`src/rtl/note_cmd_gen_pkg.sv`:
```
// Shared constants for the note recorder command generator.
//   OP_*     : recorder op encodings driven on the op bus
//   NOTE_W   : note code width
//   IDX_W    : record index width
//   ST_*     : debounce FSM state encodings
package note_cmd_gen_pkg;
  localparam int NOTE_W = 3;
  localparam int IDX_W  = 7;

  localparam logic [1:0] OP_REC = 2'b00;
  localparam logic [1:0] OP_QRY = 2'b01;
  localparam logic [1:0] OP_NOP = 2'b10;
  localparam logic [1:0] OP_CNT = 2'b11;

  localparam logic [1:0] ST_IDLE   = 2'd0;
  localparam logic [1:0] ST_SETTLE = 2'd1;
  localparam logic [1:0] ST_HELD   = 2'd2;
endpackage

```
`src/rtl/note_fifo.sv`:
```
// Synchronous FIFO for pending record notes.
//   clk, reset : clock, synchronous active-high reset (empties the FIFO)
//   push_i     : write din_i; accepted when not full, or when full and popping
//   pop_i      : read head; ignored when empty
//   din_i      : write data
//   dout_o     : head entry (valid when !empty_o)
//   full_o     : all DEPTH entries used
//   empty_o    : no entries
module note_fifo #(
  parameter int DEPTH = 4,
  parameter int W     = 3
) (
  input  logic         clk,
  input  logic         reset,
  input  logic         push_i,
  input  logic         pop_i,
  input  logic [W-1:0] din_i,
  output logic [W-1:0] dout_o,
  output logic         full_o,
  output logic         empty_o
);
  localparam int AW = $clog2(DEPTH);

  // Pointers carry one extra wrap bit to tell full from empty.
  logic [AW:0]               wr_q, rd_q;
  logic [DEPTH-1:0][W-1:0]   mem_q;
  logic                      do_push, do_pop;

  assign empty_o = (wr_q == rd_q);
  assign full_o  = (wr_q[AW] != rd_q[AW]) && (wr_q[AW-1:0] == rd_q[AW-1:0]);
  assign dout_o  = mem_q[rd_q[AW-1:0]];

  assign do_pop  = pop_i && !empty_o;
  // A full FIFO still takes a write when the head leaves at the same edge.
  assign do_push = push_i && (!full_o || do_pop);

  always_ff @(posedge clk) begin
    if (reset) begin
      wr_q <= '0;
      rd_q <= '0;
    end else begin
      if (do_push) wr_q <= wr_q + 1'b1;
      if (do_pop)  rd_q <= rd_q + 1'b1;
    end
  end

  always_ff @(posedge clk) begin
    if (do_push) mem_q[wr_q[AW-1:0]] <= din_i;
  end
endmodule

```
`src/rtl/note_cmd_gen.sv`:
```
// Upstream command generator for the note recorder.
// Debounces a raw key code into one record command per press, queues those
// in a small FIFO, and arbitrates them against host query/count requests,
// driving one registered recorder command per cycle.
//   clk, reset : clock, synchronous active-high reset
//   key, key_valid : raw keypad note and its valid
//   hold       : downstream stall, forces NOP and freezes queues
//   qry_req/qry_idx  : query request and record index
//   cnt_req/cnt_note : count request and note
//   op, note_in, query : registered recorder command bus
//   qry_busy, cnt_busy : request pending, new requests of that kind ignored
//   done       : one-cycle pulse, recorder result valid
//   ovf        : sticky, a press was dropped on a full FIFO
module note_cmd_gen
  import note_cmd_gen_pkg::*;
#(
  parameter int DEBOUNCE   = 4,
  parameter int FIFO_DEPTH = 4
) (
  input  logic              clk,
  input  logic              reset,
  input  logic [NOTE_W-1:0] key,
  input  logic              key_valid,
  input  logic              hold,
  input  logic              qry_req,
  input  logic [IDX_W-1:0]  qry_idx,
  input  logic              cnt_req,
  input  logic [NOTE_W-1:0] cnt_note,
  output logic [1:0]        op,
  output logic [NOTE_W-1:0] note_in,
  output logic [IDX_W-1:0]  query,
  output logic              qry_busy,
  output logic              cnt_busy,
  output logic              done,
  output logic              ovf
);
  localparam int SCNT_W = $clog2(DEBOUNCE + 1);
  localparam logic [SCNT_W-1:0] SCNT_ONE = SCNT_W'(1);

  // Debounce state
  logic [1:0]        st_q, st_d;
  logic [NOTE_W-1:0] cand_q, cand_d;
  logic [SCNT_W-1:0] scnt_q, scnt_d;
  logic              push;

  // Request registers
  logic              qry_busy_q, cnt_busy_q;
  logic [IDX_W-1:0]  qidx_q;
  logic [NOTE_W-1:0] cnote_q;
  logic              qry_clr, cnt_clr;

  // Output registers
  logic [1:0]        op_q, op_d;
  logic [NOTE_W-1:0] note_q, note_d;
  logic [IDX_W-1:0]  query_q, query_d;
  logic              done_q, ovf_q;

  // FIFO
  logic              pop, full, empty;
  logic [NOTE_W-1:0] head;

  note_fifo #(.DEPTH(FIFO_DEPTH), .W(NOTE_W)) u_fifo (
    .clk     (clk),
    .reset   (reset),
    .push_i  (push),
    .pop_i   (pop),
    .din_i   (cand_d),
    .dout_o  (head),
    .full_o  (full),
    .empty_o (empty)
  );

  // Debounce FSM. The pushed note is cand_d: in IDLE that is the fresh key,
  // in SETTLE it equals cand_q.
  always_comb begin
    st_d   = st_q;
    cand_d = cand_q;
    scnt_d = scnt_q;
    push   = 1'b0;
    case (st_q)
      ST_IDLE: begin
        if (key_valid) begin
          cand_d = key;
          scnt_d = SCNT_ONE;
          if (DEBOUNCE == 1) begin
            push = 1'b1;
            st_d = ST_HELD;
          end else begin
            st_d = ST_SETTLE;
          end
        end
      end
      ST_SETTLE: begin
        if (!key_valid) begin
          st_d = ST_IDLE;
        end else if (key == cand_q) begin
          // >= keeps DEBOUNCE==1 from stalling after a HELD->SETTLE restart
          if (int'(scnt_q) + 1 >= DEBOUNCE) begin
            push = 1'b1;
            st_d = ST_HELD;
          end else begin
            scnt_d = scnt_q + SCNT_ONE;
          end
        end else begin
          cand_d = key;
          scnt_d = SCNT_ONE;
        end
      end
      ST_HELD: begin
        if (!key_valid) begin
          st_d = ST_IDLE;
        end else if (key != cand_q) begin
          cand_d = key;
          scnt_d = SCNT_ONE;
          st_d   = ST_SETTLE;
        end
      end
      default: st_d = ST_IDLE;
    endcase
  end

  // Issue arbiter: hold > record > query > count > nop.
  always_comb begin
    op_d    = OP_NOP;
    note_d  = note_q;
    query_d = query_q;
    pop     = 1'b0;
    qry_clr = 1'b0;
    cnt_clr = 1'b0;
    if (hold) begin
      op_d = OP_NOP;
    end else if (!empty) begin
      op_d   = OP_REC;
      note_d = head;
      pop    = 1'b1;
    end else if (qry_busy_q) begin
      op_d    = OP_QRY;
      query_d = qidx_q;
      qry_clr = 1'b1;
    end else if (cnt_busy_q) begin
      op_d    = OP_CNT;
      query_d = {{(IDX_W-NOTE_W){1'b0}}, cnote_q};
      cnt_clr = 1'b1;
    end
  end

  always_ff @(posedge clk) begin
    if (reset) begin
      st_q       <= ST_IDLE;
      cand_q     <= '0;
      scnt_q     <= '0;
      qry_busy_q <= 1'b0;
      cnt_busy_q <= 1'b0;
      qidx_q     <= '0;
      cnote_q    <= '0;
      op_q       <= OP_NOP;
      note_q     <= '0;
      query_q    <= '0;
      done_q     <= 1'b0;
      ovf_q      <= 1'b0;
    end else begin
      st_q    <= st_d;
      cand_q  <= cand_d;
      scnt_q  <= scnt_d;
      op_q    <= op_d;
      note_q  <= note_d;
      query_q <= query_d;
      // op_q only carries QRY/CNT for one cycle, so this is a single pulse
      done_q  <= (op_q == OP_QRY) || (op_q == OP_CNT);
      if (push && full && !pop) ovf_q <= 1'b1;

      // A request can only be issued while busy, and busy blocks capture,
      // so clear and capture never collide.
      if (qry_clr)                    qry_busy_q <= 1'b0;
      else if (qry_req && !qry_busy_q) begin
        qry_busy_q <= 1'b1;
        qidx_q     <= qry_idx;
      end
      if (cnt_clr)                    cnt_busy_q <= 1'b0;
      else if (cnt_req && !cnt_busy_q) begin
        cnt_busy_q <= 1'b1;
        cnote_q    <= cnt_note;
      end
    end
  end

  assign op       = op_q;
  assign note_in  = note_q;
  assign query    = query_q;
  assign qry_busy = qry_busy_q;
  assign cnt_busy = cnt_busy_q;
  assign done     = done_q;
  assign ovf      = ovf_q;
endmodule

```
`config.mk`:
```
export PLATFORM = sky130hd
export DESIGN_NAME = note_cmd_gen
export DESIGN_NICKNAME = d
export VERILOG_FILES = /design/src/rtl/note_cmd_gen_pkg.sv /design/src/rtl/note_fifo.sv /design/src/rtl/note_cmd_gen.sv
export SDC_FILE = /design/constraint.sdc
export NUM_CORES = 1
export LEC_CHECK = 0
export ABC_AREA = 1
export CELL_PAD_IN_SITES_DETAIL_PLACEMENT = 1
export CELL_PAD_IN_SITES_GLOBAL_PLACEMENT = 1
export CORE_ASPECT_RATIO = 0.7
export CORE_UTILIZATION = 39
export CTS_CLUSTER_SIZE = 16
export DETAILED_ROUTE_END_ITERATION = 8
export PLACE_DENSITY_LB_ADDON = 0.25
export REMOVE_ABC_BUFFERS = 1
export SETUP_SLACK_MARGIN = 0.3
export SYNTH_ARGS = -nofsm -noshare
export SYNTH_HDL_FRONTEND = slang
export SYNTH_SLANG_ARGS = --single-unit
```
`constraint.sdc`:
```
create_clock -name clk -period 1.82 [get_ports clk]
set_input_delay 0.182 -clock clk [delete_from_list [all_inputs] [get_ports clk]]
set_output_delay 0.182 -clock clk [all_outputs]
set_load 0.05 [all_outputs]
```
==> results of run 1 <==
[cells in the mapped netlist, drive strengths merged]
master / count
edfxtp: 12
clkbuf: 3
nor2: 52
nand2: 64
buf: 4
mux2i: 3
nand4: 3
a21oi: 12
nand3: 12
inv: 34
nor3: 2
o22ai: 3
nor3b: 1
xnor2: 3
ha: 6
clkinv: 1
dfxtp: 40
o21ai: 27
xor2: 3
[what timing repair did]
| action | CTS | global route |
|---|---|---|
| gates resized for setup | 35 | 17 |
| setup endpoints to repair | 31 | 22 |
| pin swaps | 6 | 11 |
| buffers inserted | 3 | 2 |
[critical path: stages, from the launching register on]
cell	delay [ns]
sky130_fd_sc_hd__dfxtp_4	0.37
sky130_fd_sc_hd__ha_4	0.16
sky130_fd_sc_hd__inv_2	0.04
sky130_fd_sc_hd__nand2_2	0.04
sky130_fd_sc_hd__nand3_2	0.07
sky130_fd_sc_hd__nand3_2	0.08
sky130_fd_sc_hd__inv_2	0.09
sky130_fd_sc_hd__nand3_4	0.15
sky130_fd_sc_hd__nor2_4	0.17
[metal layers]
| layer | global-route usage | vias to the layer above |
|---|---|---|
| met1 | 0.271 | 919 |
| li1 | - | 1011 |
| met3 | 0.0414 | 5 |
| met2 | 0.306 | 23 |
| met5 | 0 | - |
| met4 | 0.0462 | 0 |
[through the flow]
| step | util | setup TNS [ns] | std cells |
|---|---|---|---|
| 3_3_place_gp | 0.488 | 0 | 400 |
| 3_5_place_dp | 0.488 | -1.22 | 400 |
| 2_1_floorplan | - | 0 | 278 |
| 5_1_grt | 0.523 | 0 | 413 |
| 6_report | 0.523 | 0 | 413 |
| 4_1_cts | 0.512 | 0 | 411 |
[registers in the layout, indices dropped and copies added (netlist names), 2 cells and up]
signal and cells:
scnt_q 3, cnote_q 3, u_fifo.rd_q 3, u_fifo.mem_q 12, st_q 2, note_in 3, cand_q 3, query 7
u_fifo.wr_q 3, op 2, qidx_q 7
[power by group through the flow]
stage	Sequential, mW	Clock [mW]	Combinational (mW)
2_1_floorplan	1.35	0	0.190
3_3_place_gp	1.29	0	0.407
3_5_place_dp	1.30	0	0.420
4_1_cts	1.27	0.665	0.418
5_1_grt	1.28	0.710	0.472
6_report	1.27	0.646	0.429
[final timing paths]
kind	start	to	slack, ns	cells after the start
worst min-delay path	key[0]	cand_q[0]	0.29	3
worst max register to register	scnt_q[0]	u_fifo.mem_q[3]	0.35	8
worst max-delay path	scnt_q[0]	u_fifo.mem_q[3]	0.35	8
worst min register to register	op[0]	done	0.43	2
[area by class of cell]
cell class | instances | area share
repair buffers | 52 | 0.153
flip-flops and latches | 52 | 0.393
clock buffers | 5 | 0.0230
clock inverters | 3 | 0.00627
multi-input cells | 191 | 0.350
well taps | 75 | 0.0313
inverters | 35 | 0.0439
[cells by family (layout without fill, tap and decap cells)]
family,after synthesis,count (layout),synth area share
compound gates,42,42,0.0943
fa+ha+maj,6,6,0.0325
flops,52,52,0.503
xor+xnor,6,6,0.0293
buf+inv,42,95,0.0769
mux,3,3,0.0130
simple gates,134,134,0.251
==> results_tabular.tex, run 1 <==
\begin{tabular}{lr}
\hline
Metric & Value \\
\hline
\multicolumn{2}{l}{\textbf{Drt}} \\
Pre-Repair DR Iteration Count & 4 \\
Total length of routed met3 wires & 119 microns \\
DR DRC count & 0 \\
Number of DRC markers after the initial detailed-route iteration & between 50 and 60 \\
Max Used Layer & met4 \\
Vias post-DR & 1,958 \\
Wire length per cell & 13.8 microns \\
Post-DR vias/cell & 4.74 \\
Wire length after detailed routing & 5680 microns \\
Remaining antenna violation count after routing & 0 \\
Routed met1 length & 2920 microns \\
Detailed route wirelength on metal2 & $\sim$2600 microns \\
\multicolumn{2}{l}{\textbf{Pwr}} \\
Total power divided by cell area & 783 mW/mm\^{}2 \\
PnR Total Power & $\sim$2.3 mW \\
Worst vdd ir & between 0.0003 and 0.0004 V \\
Switching fraction of total power & 0.292 \\
Net load switching power & 686 uW \\
Clk network pwr share & 0.275 \\
Internal portion of total power & 1.66 mW \\
Gate power share & 0.183 \\
Leakage power & 1.31 nW \\
Seq pwr share & 0.542 \\
\multicolumn{2}{l}{\textbf{Logic synthesis}} \\
Area share of the leading cell type in the synthesized netlist & 0.347 \\
Syn avg cell area & roughly 8.1 sq um \\
Largest cells by area after synthesis & sky130\_fd\_sc\_hd\_\_dfxtp\_1 (35\%), sky130\_fd\_sc\_hd\_\_edfxtp\_1 (16\%), sky130\_fd\_sc\_hd\_\_nand2\_1 (9.6\%), sky130\_fd\_sc\_hd\_\_nor2\_1 (8.3\%), sky130\_fd\_sc\_hd\_\_inv\_1 (5.2\%) \\
Synth Register Bits & 52 \\
Library cell occupying the most area in the post-synthesis netlist & sky130\_fd\_sc\_hd\_\_dfxtp\_1 \\
Post-Syn Area & 0.00231 sq mm \\
Synthesis warning total & 0 \\
Distinct cell type count of the synthesized netlist & 30 \\
Number of cells produced by synthesis & between 200 and 300 \\
Sequential share of the synthesized area & 0.503 \\
\multicolumn{2}{l}{\textbf{Timing}} \\
Slew of the pin with the lowest slew margin & 0.517 ns \\
Worst setup margin & 0.352 ns \\
Tightest slew margin relative to the limit & 0.656 \\
Final critical-path share of the clock period & 0.806 \\
Min Hold Slack & between 0.2 and 0.3 ns \\
Max Clk Rate & slightly below 0.7 GHz \\
Setup repair after global routing missed its margin & yes \\
Time the final worst path needs with I/O delays and setup & 1.47 ns \\
Final setup violation count & 0 \\
Clock tree skew after final layout & 0.00624 ns \\
Max-slew violation count & 0 \\
Final number of hold-violating endpoints & 0 \\
\multicolumn{2}{l}{\textbf{Run status}} \\
Outcome & finished clean \\
\multicolumn{2}{l}{\textbf{Global routing}} \\
Initial antenna violation count & 0 \\
Vias in the first global route & a little under 2,000 \\
Total overflow reported by the global router & 0 \\
Largest net degree at the start of global routing & 23 \\
Global-route wire length before repair & between 9000 and 10,000 microns \\
Overall fraction of global-route tracks in use & 0.194 \\
\multicolumn{2}{l}{\textbf{Clock tree}} \\
Clock tree root driver cell & sky130\_fd\_sc\_hd\_\_clkbuf\_8 \\
Clock transition time at the flip-flop clock pins of the worst setup and hold paths & 0.09 ns \\
Clock Sinks & 52 \\
Buffer levels on the longest clock path & 2 \\
Later-pin clock latency in the skew report & around 0.3 ns \\
Number of buffers added by the clock tree synthesis step & 5 \\
Clock tree from TritonCTS & yes \\
CTS Hold Bufs & 0 \\
CTS H-tree lvls & 2 \\
\multicolumn{2}{l}{\textbf{Die}} \\
Starting density of the core & 0.403 \\
Die area & $\sim$0.0062 sq mm \\
Vertical die dimension & 66.4 microns \\
Horiz. Die Dim & $\sim$94 microns \\
Number of rows created at floorplan & 23 \\
Core Region & 0.00573 sq mm \\
\# IOs & 35 \\
\multicolumn{2}{l}{\textbf{Worst setup path}} \\
Endpoint arrival time on the critical path & about 1.5 ns \\
CP Class & register to register \\
Critical Path End Type & register \\
Required time worst endpoint & 1.84 ns \\
Critical Path Start Type & register \\
Largest driver fanout on the critical path & 5 \\
\multicolumn{2}{l}{\textbf{Cells and area}} \\
Most common cell after layout, fill and taps aside & sky130\_fd\_sc\_hd\_\_nand2\_1 \\
Area of the multi-input gates & approximately 0.0010 sq mm \\
Commonest non-fill, non-tap cells in the layout & sky130\_fd\_sc\_hd\_\_nand2\_1 (57), sky130\_fd\_sc\_hd\_\_nor2\_1 (47), sky130\_fd\_sc\_hd\_\_dfxtp\_1 (32), sky130\_fd\_sc\_hd\_\_inv\_1 (29), sky130\_fd\_sc\_hd\_\_o21ai\_0 (21) \\
Post-route cell area & 0.00299 sq mm \\
Count of nets after finishing & approximately 360 \\
Fraction of final layout cells with drive strength greater than 1 & 0.186 \\
Area of all sequential standard cells & 0.00118 sq mm \\
Number of diodes & 0 \\
\# fillers & 679 \\
Signed area change from the synthesized netlist to the final layout & 29.6\% \\
\multicolumn{2}{l}{\textbf{Placement}} \\
Port Buf Inserts & 34 \\
Placed instance area & $\sim$0.0028 sq mm \\
Worst Setup Slack post-DPL & -0.125 ns \\
Final weighted congestion in routability-driven placement & 0.786 \\
Detail Placement HPWL & 4120 microns \\
\multicolumn{2}{l}{\textbf{Hold path}} \\
Worst min-delay path category & primary input to register \\
\multicolumn{2}{l}{\textbf{Job}} \\
Number of maximum-capacitance violations & 0 \\
\hline
\end{tabular}
(Power assumes the default switching activity.)
==> run 2, diff against run 1 <==
==> constraint.sdc (replaced) <==
create_clock -name clk -period 1.4 [get_ports clk]
set_input_delay 0.14 -clock clk [delete_from_list [all_inputs] [get_ports clk]]
set_output_delay 0.14 -clock clk [all_outputs]
set_load 0.05 [all_outputs]
==> run 2 against run 1 <==
The flow now finishes with violations (setup timing). First-iteration DRC count increased by 29%. Largest cell class is now multi-input gates. Combinational power increased by 87%. Highest routed layer unchanged. Critical path depth decreased by 1.
==> results_tabular.tex, run 2 (synthesis gave the netlist of run 1 again) <==
\begin{tabular}{lr}
\hline
Metric & Value \\
\hline
\multicolumn{2}{l}{\textbf{Worst setup path}} \\
Worst r2r dst & u\_fifo.wr\_q[1] \\
Largest driver fanout on the critical path & 5 \\
Reg2reg setup slack & -0.17 ns \\
Max stage delay cell, worst path & sky130\_fd\_sc\_hd\_\_dfxtp\_1 \\
Top delay family on crit path & simple AND/OR/NAND/NOR gates \\
CP Class & register to register \\
Max incr delay on CP & between 0.3 and 0.4 ns \\
List of cells traversed by the critical path & inv\_1 > nand2\_1 > nor2\_1 > nand3\_4 > buf\_6 > o21ai\_4 > nor2\_2 \\
Critical Path End Type & register \\
Reg-to-reg startpoint & st\_q[1] \\
Required time worst endpoint & 1.61 ns \\
Endpoint arrival time on the critical path & $\sim$1.8 ns \\
Critical Path Start Type & register \\
Depth of the worst register-to-register path & 7 \\
Number of buffer and inverter stages on the critical path & 2 \\
\multicolumn{2}{l}{\textbf{Pwr}} \\
Net load switching power & 1.03 mW \\
Gate power share & 0.228 \\
Clk network pwr share & 0.300 \\
Worst vdd ir & 0.000543 V \\
PnR Total Power & 3.52 mW \\
Internal portion of total power & 2.48 mW \\
Seq pwr share & 0.472 \\
Switching fraction of total power & 0.294 \\
Leakage power & between 1 and 1.5 nW \\
Total power divided by cell area & 1030 mW/mm\^{}2 \\
\multicolumn{2}{l}{\textbf{Cells and area}} \\
Number of diodes & 0 \\
\# fillers & 678 \\
Most common cell after layout, fill and taps aside & sky130\_fd\_sc\_hd\_\_nand2\_1 \\
Post-route cell area & 0.00341 sq mm \\
Signed area change from the synthesized netlist to the final layout & 47.6\% \\
Count of nets after finishing & roughly 380 \\
Max reg flops & 12 \\
Fraction of the core area covered by cells at the end of the flow & 0.595 \\
Fraction of final layout cells with drive strength greater than 1 & 0.392 \\
Commonest non-fill, non-tap cells in the layout & sky130\_fd\_sc\_hd\_\_nand2\_1 (46), sky130\_fd\_sc\_hd\_\_buf\_4 (42), sky130\_fd\_sc\_hd\_\_nor2\_1 (40), sky130\_fd\_sc\_hd\_\_dfxtp\_1 (28), sky130\_fd\_sc\_hd\_\_inv\_1 (23) \\
\multicolumn{2}{l}{\textbf{Placement}} \\
Final weighted congestion in routability-driven placement & about 0.79 \\
Detail Placement HPWL & 4400 microns \\
Placed instance area & 0.00290 sq mm \\
Port Buf Inserts & 34 \\
\multicolumn{2}{l}{\textbf{Drt}} \\
Post-DR vias/cell & 4.88 \\
DR DRC count & 0 \\
Remaining antenna violation count after routing & 0 \\
Wire length per cell & 17.4 microns \\
Number of DRC markers after the initial detailed-route iteration & 66 \\
Pre-Repair DR Iteration Count & 4 \\
Vias post-DR & 2,110 \\
Wire length after detailed routing & 7510 microns \\
\multicolumn{2}{l}{\textbf{Timing}} \\
Final setup violation count & 27 \\
Max Clk Rate & 0.638 GHz \\
Slew of the pin with the lowest slew margin & 0.445 ns \\
Clock tree skew after final layout & around 0.0081 ns \\
Final critical-path share of the clock period & 1.12 \\
Setup repair after global routing missed its margin & yes \\
Tightest slew margin relative to the limit & 0.702 \\
Min Hold Slack & 0.443 ns \\
Max-slew violation count & 0 \\
Final number of hold-violating endpoints & 0 \\
Time the final worst path needs with I/O delays and setup & 1.57 ns \\
Worst setup margin & -0.168 ns \\
Total negative setup slack & -2.41 ns \\
\multicolumn{2}{l}{\textbf{Clock tree}} \\
Clock tree root driver cell & sky130\_fd\_sc\_hd\_\_clkbuf\_8 \\
CTS Hold Bufs & 0 \\
Buffer levels on the longest clock path & 2 \\
Number of buffers added by the clock tree synthesis step & 5 \\
CTS H-tree lvls & 2 \\
Clock transition time at the flip-flop clock pins of the worst setup and hold paths & 0.10 ns \\
Clock tree from TritonCTS & yes \\
Later-pin clock latency in the skew report & 0.31 ns \\
Clock Sinks & between 50 and 60 \\
\multicolumn{2}{l}{\textbf{Global routing}} \\
Vias in the first global route & approximately 2,200 \\
Initial antenna violation count & 0 \\
Global-route wire length before repair & 11,000 microns \\
Total overflow reported by the global router & 0 \\
Largest net degree at the start of global routing & 23 \\
Overall fraction of global-route tracks in use & 0.244 \\
\multicolumn{2}{l}{\textbf{Die}} \\
Die area & 0.00624 sq mm \\
Number of rows created at floorplan & 23 \\
Vertical die dimension & 66.4 microns \\
\# IOs & 35 \\
Starting density of the core & 0.403 \\
Horiz. Die Dim & about 94 microns \\
Core Region & 0.00573 sq mm \\
\multicolumn{2}{l}{\textbf{Hold path}} \\
Beginning of the worst hold path & qry\_idx[1] \\
Worst min-delay path category & primary input to register \\
Worst Hold Path EP & qidx\_q[1] \\
Hold-critical path depth & 3 \\
\multicolumn{2}{l}{\textbf{Run status}} \\
Failing checks & setup timing \\
Outcome & finished with violations \\
\multicolumn{2}{l}{\textbf{Job}} \\
Number of maximum-capacitance violations & 0 \\
\hline
\end{tabular}
-- run 2: cell count changes in the layout (fill, tap and decap cells not counted), sizes merged, moves of 2 or more --
cell,previous run,this run
dlygate4sd2,17,0
clkdlybuf4s50,15,18
clkinvlp,2,0
buf,19,53
-- run 2: what timing repair did --
item	in CTS	in global routing
pin swaps	22	13
endpoints found under the setup margin	57	63
resized for setup	78	33
buffers inserted	8	2
-- run 2: how the worst max path moves through the flow --
stage,startpoint,depth (start not counted),end,slack [ns]
floorplan,qry_busy,5,qidx_q[0],-0.11
global placement,key[2],9,u_fifo.mem_q[7],-0.33
detailed placement,key[2],9,u_fifo.mem_q[0],-0.43
CTS,scnt_q[0],8,u_fifo.mem_q[1],-0.08
global route,scnt_q[1],9,u_fifo.wr_q[1],-0.25
finish,st_q[1],7,u_fifo.wr_q[1],-0.17
-- run 2: area by class of cell --
cell class | count | area, sq um | area share
multi-input cells | 191 | 1220 | 0.359
flip-flops and latches | 52 | 1180 | 0.347
repair buffers | 71 | 646 | 0.189
inverters | 35 | 153 | 0.0448
well taps | 75 | 93.8 | 0.0275
clock buffers | 6 | 72.6 | 0.0213
clock inverters | 2 | 38.8 | 0.0114
-- run 2: power by group through the flow --
| stage | Sequential [mW] | Combinational (mW) | Clock, mW |
|---|---|---|---|
| 4_1_cts | 1.65 | 0.722 | 1.06 |
| 3_3_place_gp | 1.68 | 0.570 | 0 |
| 6_report | 1.66 | 0.801 | 1.06 |
| 2_1_floorplan | 1.75 | 0.247 | 0 |
| 3_5_place_dp | 1.68 | 0.589 | 0 |
| 5_1_grt | 1.67 | 0.860 | 1.13 |
-- run 2: stage by stage --
stage	setup slack [ns]	cells
global placement	-0.333	414
global route	-0.251	432
CTS	-0.0783	430
finish	-0.168	432
floorplan	-0.106	278
detailed placement	-0.431	414
-- run 2: per-layer routing --
metal,global-route usage,part of all wire,vias up
li1,-,-,1053
met1,0.294,0.43,1019
met2,0.439,0.52,28
met3,0.0517,0.027,10
met4,0.0692,0.015,0
met5,0,0,-
-- run 2: worst register-to-register path, delay by kind of cell (launching register included) --
| family | cells | cell delay [ns] |
|---|---|---|
| DFF | 1 | 0.35 |
| and+or+nand+nor | 4 | 0.68 |
| buffers and inverters | 2 | 0.30 |
| AOI/OAI and AO/OA | 1 | 0.14 |
